## config.mk

```make
export PLATFORM = sky130hd
export DESIGN_NAME = snn_param_core
export DESIGN_NICKNAME = d
export VERILOG_FILES = /design/src/rtl/snn_param_core.sv
export SDC_FILE = /design/constraint.sdc
export NUM_CORES = 2
export LEC_CHECK = 0
export CAP_MARGIN = 30
export CORE_MARGIN = 3
export CORE_UTILIZATION = 60
export DETAILED_ROUTE_END_ITERATION = 16
export GPL_ROUTABILITY_DRIVEN = 0
export PLACE_DENSITY = 0.83
export SYNTH_ARGS = -nofsm -noshare
export SYNTH_HDL_FRONTEND = slang
export SYNTH_SLANG_ARGS = --single-unit
```

## constraint.sdc

```tcl
create_clock -name clk -period 26 [get_ports clk]
set_clock_uncertainty 0.15 [all_clocks]
set_input_delay 3.9 -clock clk [delete_from_list [all_inputs] [get_ports clk]]
set_output_delay 3.9 -clock clk [all_outputs]
set_load 0.02 [all_outputs]
```

## src/rtl/snn_param_core.sv

```systemverilog
// Two-image SNN feature datapath: 3x3 conv -> quantize -> 2x2 max-pool -> per-row FC -> quantize,
// then a thresholded L1/Chebyshev distance between the A and B feature vectors.
module snn_param_core #(
  parameter int IMG_W  = 6,
  parameter int THRESH = 16,
  parameter int OUT_W  = 10
) (
  input  logic             clk,
  input  logic             rst_n,
  input  logic             in_valid,
  input  logic [7:0]       img,
  input  logic [7:0]       ker,
  input  logic [7:0]       weight,
  input  logic             dist_mode,
  output logic             busy,
  output logic             out_valid,
  output logic [OUT_W-1:0] out_data
);
  localparam int C     = IMG_W - 2;
  localparam int P     = C / 2;
  localparam int N     = P * P;
  localparam int NPIX  = IMG_W * IMG_W;
  localparam int FRAME = 2 * NPIX;
  localparam int SR    = 2 * IMG_W + 2;
  localparam int PIX_W = $clog2(FRAME);
  localparam int RC_W  = $clog2(IMG_W);
  localparam int PW    = (P > 1) ? $clog2(P) : 1;
  localparam int FW    = $clog2(P * 65025 + 1);
  localparam int DW    = $clog2(N * 255 + 1) + 1;
  localparam logic [31:0] SAT_MAX = 32'((64'd1 << OUT_W) - 64'd1);

  logic [PIX_W-1:0] pix_q, pix_d;
  logic [RC_W-1:0]  row_q, row_d, col_q, col_d;
  logic             done_q, done_d, busy_q, busy_d, mode_q, mode_d;
  logic [7:0]       ker_q [9], ker_d [9];
  logic [7:0]       w_q [N], w_d [N];
  logic [7:0]       sr_q [SR], sr_d [SR];
  logic             s1_v_q, s1_v_d, s1_last_q, s1_last_d, s1_b_q, s1_b_d;
  logic [7:0]       s1_q_q, s1_q_d;
  logic [RC_W-1:0]  s1_cr_q, s1_cr_d, s1_cc_q, s1_cc_d;
  logic [7:0]       pm_q [P], pm_d [P];
  logic [FW-1:0]    fc_q [P], fc_d [P];
  logic [7:0]       da_q [N], da_d [N];
  logic [DW-1:0]    acc_q, acc_d;
  logic             s2_last_q, s2_last_d, out_valid_q, out_valid_d;
  logic [OUT_W-1:0] out_data_q, out_data_d;

  logic             accept, last_pix;
  logic [7:0]       win [9];
  logic [19:0]      conv_sum;
  logic [7:0]       conv_q;
  logic [PW-1:0]    pj;
  logic [7:0]       m_val, wsel, fval, dval, da_sel;
  logic [FW-1:0]    fsum;
  logic [DW-1:0]    fold;
  logic [31:0]      acc_ext;

  // Window tap gi sits (2-row)*IMG_W + (2-col) pixels behind the incoming one.
  generate
    for (genvar gi = 0; gi < 9; gi++) begin : g_win
      localparam int OFF = (2 - gi / 3) * IMG_W + (2 - gi % 3);
      if (OFF == 0) begin : g_cur
        assign win[gi] = img;
      end else begin : g_buf
        assign win[gi] = sr_q[OFF-1];
      end
    end
  endgenerate

  always_comb begin
    conv_sum = '0;
    for (int i = 0; i < 9; i++) conv_sum = conv_sum + 20'(win[i]) * 20'(ker_q[i]);
    conv_q = 8'(conv_sum / 20'd2295);
  end

  always_comb begin
    accept    = in_valid && !done_q;
    last_pix  = (pix_q == PIX_W'(FRAME - 1));
    pix_d     = pix_q;
    row_d     = row_q;
    col_d     = col_q;
    done_d    = done_q;
    busy_d    = busy_q;
    mode_d    = mode_q;
    ker_d     = ker_q;
    w_d       = w_q;
    sr_d      = sr_q;
    s1_v_d    = accept && (row_q >= RC_W'(2)) && (col_q >= RC_W'(2));
    s1_last_d = accept && last_pix;
    s1_b_d    = (pix_q >= PIX_W'(NPIX));
    s1_q_d    = conv_q;
    s1_cr_d   = row_q - RC_W'(2);
    s1_cc_d   = col_q - RC_W'(2);
    if (accept) begin
      pix_d = last_pix ? '0 : pix_q + PIX_W'(1);
      if (col_q == RC_W'(IMG_W - 1)) begin
        col_d = '0;
        row_d = (row_q == RC_W'(IMG_W - 1)) ? '0 : row_q + RC_W'(1);
      end else begin
        col_d = col_q + RC_W'(1);
      end
      sr_d[0] = img;
      for (int i = 1; i < SR; i++) sr_d[i] = sr_q[i-1];
      for (int i = 0; i < 9; i++) if (pix_q == PIX_W'(i)) ker_d[i] = ker;
      for (int i = 0; i < N; i++) if (pix_q == PIX_W'(i)) w_d[i] = weight;
      if (pix_q == '0) begin
        mode_d = dist_mode;
        busy_d = 1'b1;
      end
      if (last_pix) done_d = 1'b1;
    end
    // The result cycle closes the frame; input is accepted again from the next cycle.
    if (out_valid_q) begin
      busy_d = 1'b0;
      done_d = 1'b0;
    end
  end

  always_comb begin
    pm_d      = pm_q;
    fc_d      = fc_q;
    da_d      = da_q;
    acc_d     = acc_q;
    pj        = PW'(s1_cc_q >> 1);
    m_val     = '0;
    wsel      = '0;
    fsum      = '0;
    fval      = '0;
    dval      = '0;
    da_sel    = '0;
    fold      = acc_q;
    s2_last_d = s1_v_q && s1_last_q;
    if (s1_v_q) begin
      for (int jj = 0; jj < P; jj++) begin
        if (PW'(jj) == pj) begin
          m_val    = (pm_q[jj] > s1_q_q) ? pm_q[jj] : s1_q_q;
          pm_d[jj] = (!s1_cr_q[0] && !s1_cc_q[0]) ? s1_q_q : m_val;
        end
      end
      // Odd row, odd column completes pooled m[i][pj]; fold it into every FC column.
      if (s1_cr_q[0] && s1_cc_q[0]) begin
        for (int jj = 0; jj < P; jj++) begin
          wsel = '0;
          for (int kk = 0; kk < P; kk++) if (PW'(kk) == pj) wsel = w_q[kk*P+jj];
          fsum     = ((pj == '0) ? '0 : fc_q[jj]) + FW'(m_val) * FW'(wsel);
          fc_d[jj] = fsum;
          fval     = 8'(fsum / FW'(P * 255));
          if (pj == PW'(P - 1)) begin
            for (int ii = 0; ii < P; ii++) begin
              if (PW'(ii) == PW'(s1_cr_q >> 1)) begin
                if (!s1_b_q) begin
                  da_d[ii*P+jj] = fval;
                end else begin
                  da_sel = da_q[ii*P+jj];
                  dval   = (da_sel >= fval) ? da_sel - fval : fval - da_sel;
                  if (mode_q) fold = (DW'(dval) > fold) ? DW'(dval) : fold;
                  else        fold = fold + DW'(dval);
                end
              end
            end
          end
        end
        acc_d = fold;
      end
    end
    if (accept && pix_q == '0) acc_d = '0;

    acc_ext     = 32'(acc_q);
    out_valid_d = s2_last_q;
    out_data_d  = '0;
    if (s2_last_q) begin
      if (acc_ext < 32'(THRESH))   out_data_d = '0;
      else if (acc_ext > SAT_MAX)  out_data_d = OUT_W'(SAT_MAX);
      else                         out_data_d = OUT_W'(acc_ext);
    end
  end

  always_ff @(posedge clk or negedge rst_n) begin
    if (!rst_n) begin
      pix_q       <= '0;
      row_q       <= '0;
      col_q       <= '0;
      done_q      <= 1'b0;
      busy_q      <= 1'b0;
      mode_q      <= 1'b0;
      for (int i = 0; i < 9; i++)  ker_q[i] <= '0;
      for (int i = 0; i < N; i++)  w_q[i]   <= '0;
      for (int i = 0; i < SR; i++) sr_q[i]  <= '0;
      for (int i = 0; i < P; i++)  pm_q[i]  <= '0;
      for (int i = 0; i < P; i++)  fc_q[i]  <= '0;
      for (int i = 0; i < N; i++)  da_q[i]  <= '0;
      s1_v_q      <= 1'b0;
      s1_last_q   <= 1'b0;
      s1_b_q      <= 1'b0;
      s1_q_q      <= '0;
      s1_cr_q     <= '0;
      s1_cc_q     <= '0;
      acc_q       <= '0;
      s2_last_q   <= 1'b0;
      out_valid_q <= 1'b0;
      out_data_q  <= '0;
    end else begin
      pix_q       <= pix_d;
      row_q       <= row_d;
      col_q       <= col_d;
      done_q      <= done_d;
      busy_q      <= busy_d;
      mode_q      <= mode_d;
      ker_q       <= ker_d;
      w_q         <= w_d;
      sr_q        <= sr_d;
      pm_q        <= pm_d;
      fc_q        <= fc_d;
      da_q        <= da_d;
      s1_v_q      <= s1_v_d;
      s1_last_q   <= s1_last_d;
      s1_b_q      <= s1_b_d;
      s1_q_q      <= s1_q_d;
      s1_cr_q     <= s1_cr_d;
      s1_cc_q     <= s1_cc_d;
      acc_q       <= acc_d;
      s2_last_q   <= s2_last_d;
      out_valid_q <= out_valid_d;
      out_data_q  <= out_data_d;
    end
  end

  assign busy      = busy_q;
  assign out_valid = out_valid_q;
  assign out_data  = out_data_q;
endmodule
```

==> impl_metrics.sql <==
INSERT INTO impl_metrics (metric_group, metric, value, unit) VALUES
('status', 'outcome', 'complete, no violations', ''),
('logic_synthesis', 'postSynthAreaPerCell', '8.84', 'µm²'),
('final_layout', 'num-nets-final', '6921', ''),
('timing', 'hold_violations', '0', ''),
('drt', 'antenna_violating_nets_post_route', '0', ''),
('global_routing', 'grt_first_pass_wirelength', '220000', 'µm'),
('global_routing', 'grt_max_degree', '96', ''),
('die', 'core_box_area', '84200', 'µm²'),
('drt', 'drc_errors', '0', ''),
('setup_path', 'crit_required', '26.30', 'ns'),
('logic_synthesis', 'netlist_area', '51300', 'µm²'),
('final_layout', 'seqCellArea', '8810', 'µm²'),
('clock_network', 'tritoncts', 'yes', ''),
('setup_path', 'critical_path_slowest_stage_cell', 'sky130_fd_sc_hd__fa_1', ''),
('timing', 'maxClockFrequency', '40.6', 'MHz'),
('worst_hold_path', 'min_path_type', 'reg -> reg', ''),
('setup_path', 'critical_path.max_stage_delay', '0.54', 'ns'),
('die', 'die_area', '89100', 'µm²'),
('timing', 'worst_pin_slew', '1.17', 'ns'),
('final_layout', 'layout.cells.most_common', 'sky130_fd_sc_hd__nand2_1', ''),
('final_layout', 'area_growth_syn_to_layout', '7.02', '%'),
('logic_synthesis', 'synth_top_area_frac', '0.255', ''),
('clock_network', 'worstSkewPairLatency', '0.62', 'ns'),
('setup_path', 'timing.critical_path.mode_cell', 'sky130_fd_sc_hd__nor2_1', ''),
('drt', 'totalWireLength', '134000', 'µm'),
('drt', 'avgRoutedWirePerCell', '19.3', 'µm'),
('clock_network', 'tritoncts_num_sinks', '352', ''),
('logic_synthesis', 'syn_inst_count', '5807', ''),
('placement', 'place_inst', '6817', ''),
('final_layout', 'mostFrequentLayoutCells', 'sky130_fd_sc_hd__nand2_1 (936), sky130_fd_sc_hd__inv_1 (898), sky130_fd_sc_hd__fa_1 (655)', ''),
('clock_network', 'post_cts_hold_buffer_count', '0', ''),
('timing', 'timing.final.setup_violations', '0', ''),
('logic_synthesis', 'ys_types', '127', ''),
('setup_path', 'critical_path_peak_fanout', '16', ''),
('logic_synthesis', 'synth_ff_type', 'sky130_fd_sc_hd__dfrtp_1', ''),
('timing', 'timing.final.crit_share', '0.948', ''),
('global_routing', 'grt.total_usage', '0.304', ''),
('timing', 'finalCriticalPeriod', '24.66', 'ns'),
('logic_synthesis', 'synth_warnings', '0', ''),
('placement', 'place_hpwl', '104000', 'µm'),
('setup_path', 'critPathCaptureType', 'flip-flop', ''),
('clock_network', 'cts_inserted_buffers', '44', ''),
('final_layout', 'design_area', '54900', 'µm²'),
('drt', 'via_per_inst', '5.96', ''),
('placement', 'post_dp_cell_area', '52700', 'µm²'),
('setup_path', 'worstPathArrival', '24.95', 'ns'),
('logic_synthesis', 'synth_async_sr_flop_share', '1.00', ''),
('logic_synthesis', 'netlist.top_cell.by_area', 'sky130_fd_sc_hd__fa_1', ''),
('setup_path', 'worst_setup_path_start_kind', 'flip-flop', ''),
('timing', 'setup-tns-final', '0', 'ns'),
('die', 'die_h', '298', 'µm'),
('logic_synthesis', 'seq_area_frac_synth', '0.172', ''),
('global_routing', 'gr-total-overflow', '0', ''),
('setup_path', 'worstSetupPathType', 'reg -> reg', ''),
('die', 'die-width', '298', 'µm'),
('drt', 'first_iter_violations', '3834', ''),
('timing', 'fin_hold_ws', '0.282', 'ns'),
('logic_synthesis', 'synthTopCellsByArea', 'sky130_fd_sc_hd__fa_1 (26%), sky130_fd_sc_hd__dfrtp_1 (17%), sky130_fd_sc_hd__ha_1 (12%)', ''),
('drt', 'drt_pre_antenna_iters', '9', ''),
('clock_network', 'clk_pin_slew_worst_paths', '0.07', 'ns'),
('logic_synthesis', 'synth_edf_count', '0', ''),
('final_layout', 'share_of_cells_above_drive_strength_1', '0.0829', ''),
('drt', 'vias_after_detailed_routing', '41277', ''),
('run', 'drv_cap', '0', ''),
('clock_network', 'ctsHtreeMaxLevel', '2', ''),
('final_layout', 'multi_input_comb_area', '38800', 'µm²'),
('placement', 'port-buffer-count', '39', ''),
('global_routing', 'first_global_vias', '42098', ''),
('die', 'placementRows', '106', ''),
('timing', 'relSlewSlack', '0.213', ''),
('final_layout', 'num-fill-cells', '6368', ''),
('global_routing', 'grt_antenna_before_repair', '5', ''),
('die', 'start_util', '0.609', ''),
('logic_synthesis', 'synth.ff_latch_count', '352', ''),
('clock_network', 'clock-root-buffer', 'sky130_fd_sc_hd__clkbuf_16', ''),
('final_layout', 'finalNonFillerCells', '6927', ''),
('die', 'io-pin-count', '40', ''),
('timing', 'number_of_pins_exceeding_their_max_slew_limit_in_the_final_report', '0', ''),
('logic_synthesis', 'syn_nets', '6973', ''),
('clock_network', 'cts_max_path_bufs', '3', '');
-- timing repair --
item / 4_1_cts / 5_1_grt
buffers inserted: 0 / 24
hold endpoints to repair: 0 / 0
pin swaps: 0 / 24
endpoints found under the setup margin: 11 / 11
resized for setup: 14 / 90
-- worst max-delay path, delay by kind of cell, from the launching register on --
kind / cells / cell delay [ns]
AOI/OAI and AO/OA: 62 / 11.20
DFF: 1 / 0.39
xor gates and xnor gates: 1 / 0.27
adders and majority gates: 12 / 4.58
buffers and inverters: 15 / 2.07
muxes: 4 / 0.84
and+or+nand+nor: 43 / 4.98
-- worst paths after layout --
| check | from | end | slack (ns) | cells past startpoint |
|---|---|---|---|---|
| setup / recovery | s1_q_q[1] | acc_q[4] | 1.34 | 137 |
| hold / removal | row_q[0] | s1_cr_q[0] | 0.28 | 0 |
| setup reg to reg | s1_q_q[1] | acc_q[4] | 1.34 | 137 |
| hold reg to reg | row_q[0] | s1_cr_q[0] | 0.28 | 0 |
| max in group asynchronous | rst_n | fc_q[33] | 19.48 | 4 |
| min in group asynchronous | rst_n | sr_q[37] | 3.21 | 1 |
-- registers in the layout, summed over array words and instances, names as in the netlist, 10 cells and up --
name	cells
da_q	32
out_data	10
w_q	32
sr_q	112
ker_q	72
pm_q	16
acc_q	11
fc_q	34
-- Yosys cell counts (12+ instances only) --
cell / count
sky130_fd_sc_hd__nand3_1: 67
sky130_fd_sc_hd__a31oi_1: 21
sky130_fd_sc_hd__nor4_1: 29
sky130_fd_sc_hd__or3_1: 21
sky130_fd_sc_hd__and3_1: 36
sky130_fd_sc_hd__a21o_1: 41
sky130_fd_sc_hd__o31ai_1: 14
sky130_fd_sc_hd__xor2_1: 59
sky130_fd_sc_hd__and2_1: 361
sky130_fd_sc_hd__or2_2: 16
sky130_fd_sc_hd__nand2_1: 941
sky130_fd_sc_hd__nand2b_1: 39
sky130_fd_sc_hd__nor2b_1: 24
sky130_fd_sc_hd__o211ai_1: 39
sky130_fd_sc_hd__inv_1: 900
sky130_fd_sc_hd__fa_1: 655
sky130_fd_sc_hd__o21ai_0: 153
sky130_fd_sc_hd__nand4_1: 27
sky130_fd_sc_hd__xnor2_1: 130
sky130_fd_sc_hd__ha_1: 483
sky130_fd_sc_hd__and4_1: 12
sky130_fd_sc_hd__nor3_1: 52
sky130_fd_sc_hd__o21a_1: 25
sky130_fd_sc_hd__mux2i_1: 62
sky130_fd_sc_hd__o21bai_1: 33
sky130_fd_sc_hd__o221ai_1: 13
sky130_fd_sc_hd__mux2_2: 163
sky130_fd_sc_hd__clkbuf_1: 184
sky130_fd_sc_hd__buf_1: 14
sky130_fd_sc_hd__a211oi_1: 38
sky130_fd_sc_hd__o22ai_1: 50
sky130_fd_sc_hd__a21oi_1: 200
sky130_fd_sc_hd__nor2_1: 299
sky130_fd_sc_hd__dfrtp_1: 352
-- area by class of cell --
type / count / area share
clock buffer: 56 / 0.0222
tap: 1134 / 0.0258
clock inverter: 24 / 0.00538
sequential: 352 / 0.160
antenna: 4 / 0.000182
inverter: 906 / 0.0621
timing repair buffer: 114 / 0.0180
multi-input combinational: 4337 / 0.706
-- per-stage QoR --
| stage | util | worst slack [ns] |
|---|---|---|
| after floorplan | - | 1.53 |
| after global placement | 0.625 | 0.545 |
| after detailed placement | 0.626 | -0.573 |
| after CTS | 0.645 | 0.0872 |
| after global routing | 0.652 | -0.372 |
| final | 0.652 | 1.34 |
-- routing by layer --
metal / vias up / wire length, µm / global-route usage / share of wire
met5: - / 13 / 0 / 0.000097
met4: 2 / 6420 / 0.124 / 0.048
met3: 444 / 11400 / 0.0502 / 0.085
met2: 1890 / 62800 / 0.499 / 0.47
met1: 20318 / 53000 / 0.401 / 0.40
li1: 18623 / - / - / -
-- cells by family after synthesis --
logic type               count (synthesis)  synth area share
AND/OR/NAND/NOR                       1972             0.181
XOR/XNOR                               194            0.0343
adder cells (fa/ha/maj)               1149             0.375
buffers and inverters                 1118            0.0825
multiplexers                           229            0.0491
flip-flops                             352             0.172
AO/OA/AOI/OAI                          793             0.106
Power is left out: the tool's default activity adds up to more than one toggle a clock period on the data nets, which glitch-free logic cannot reach.
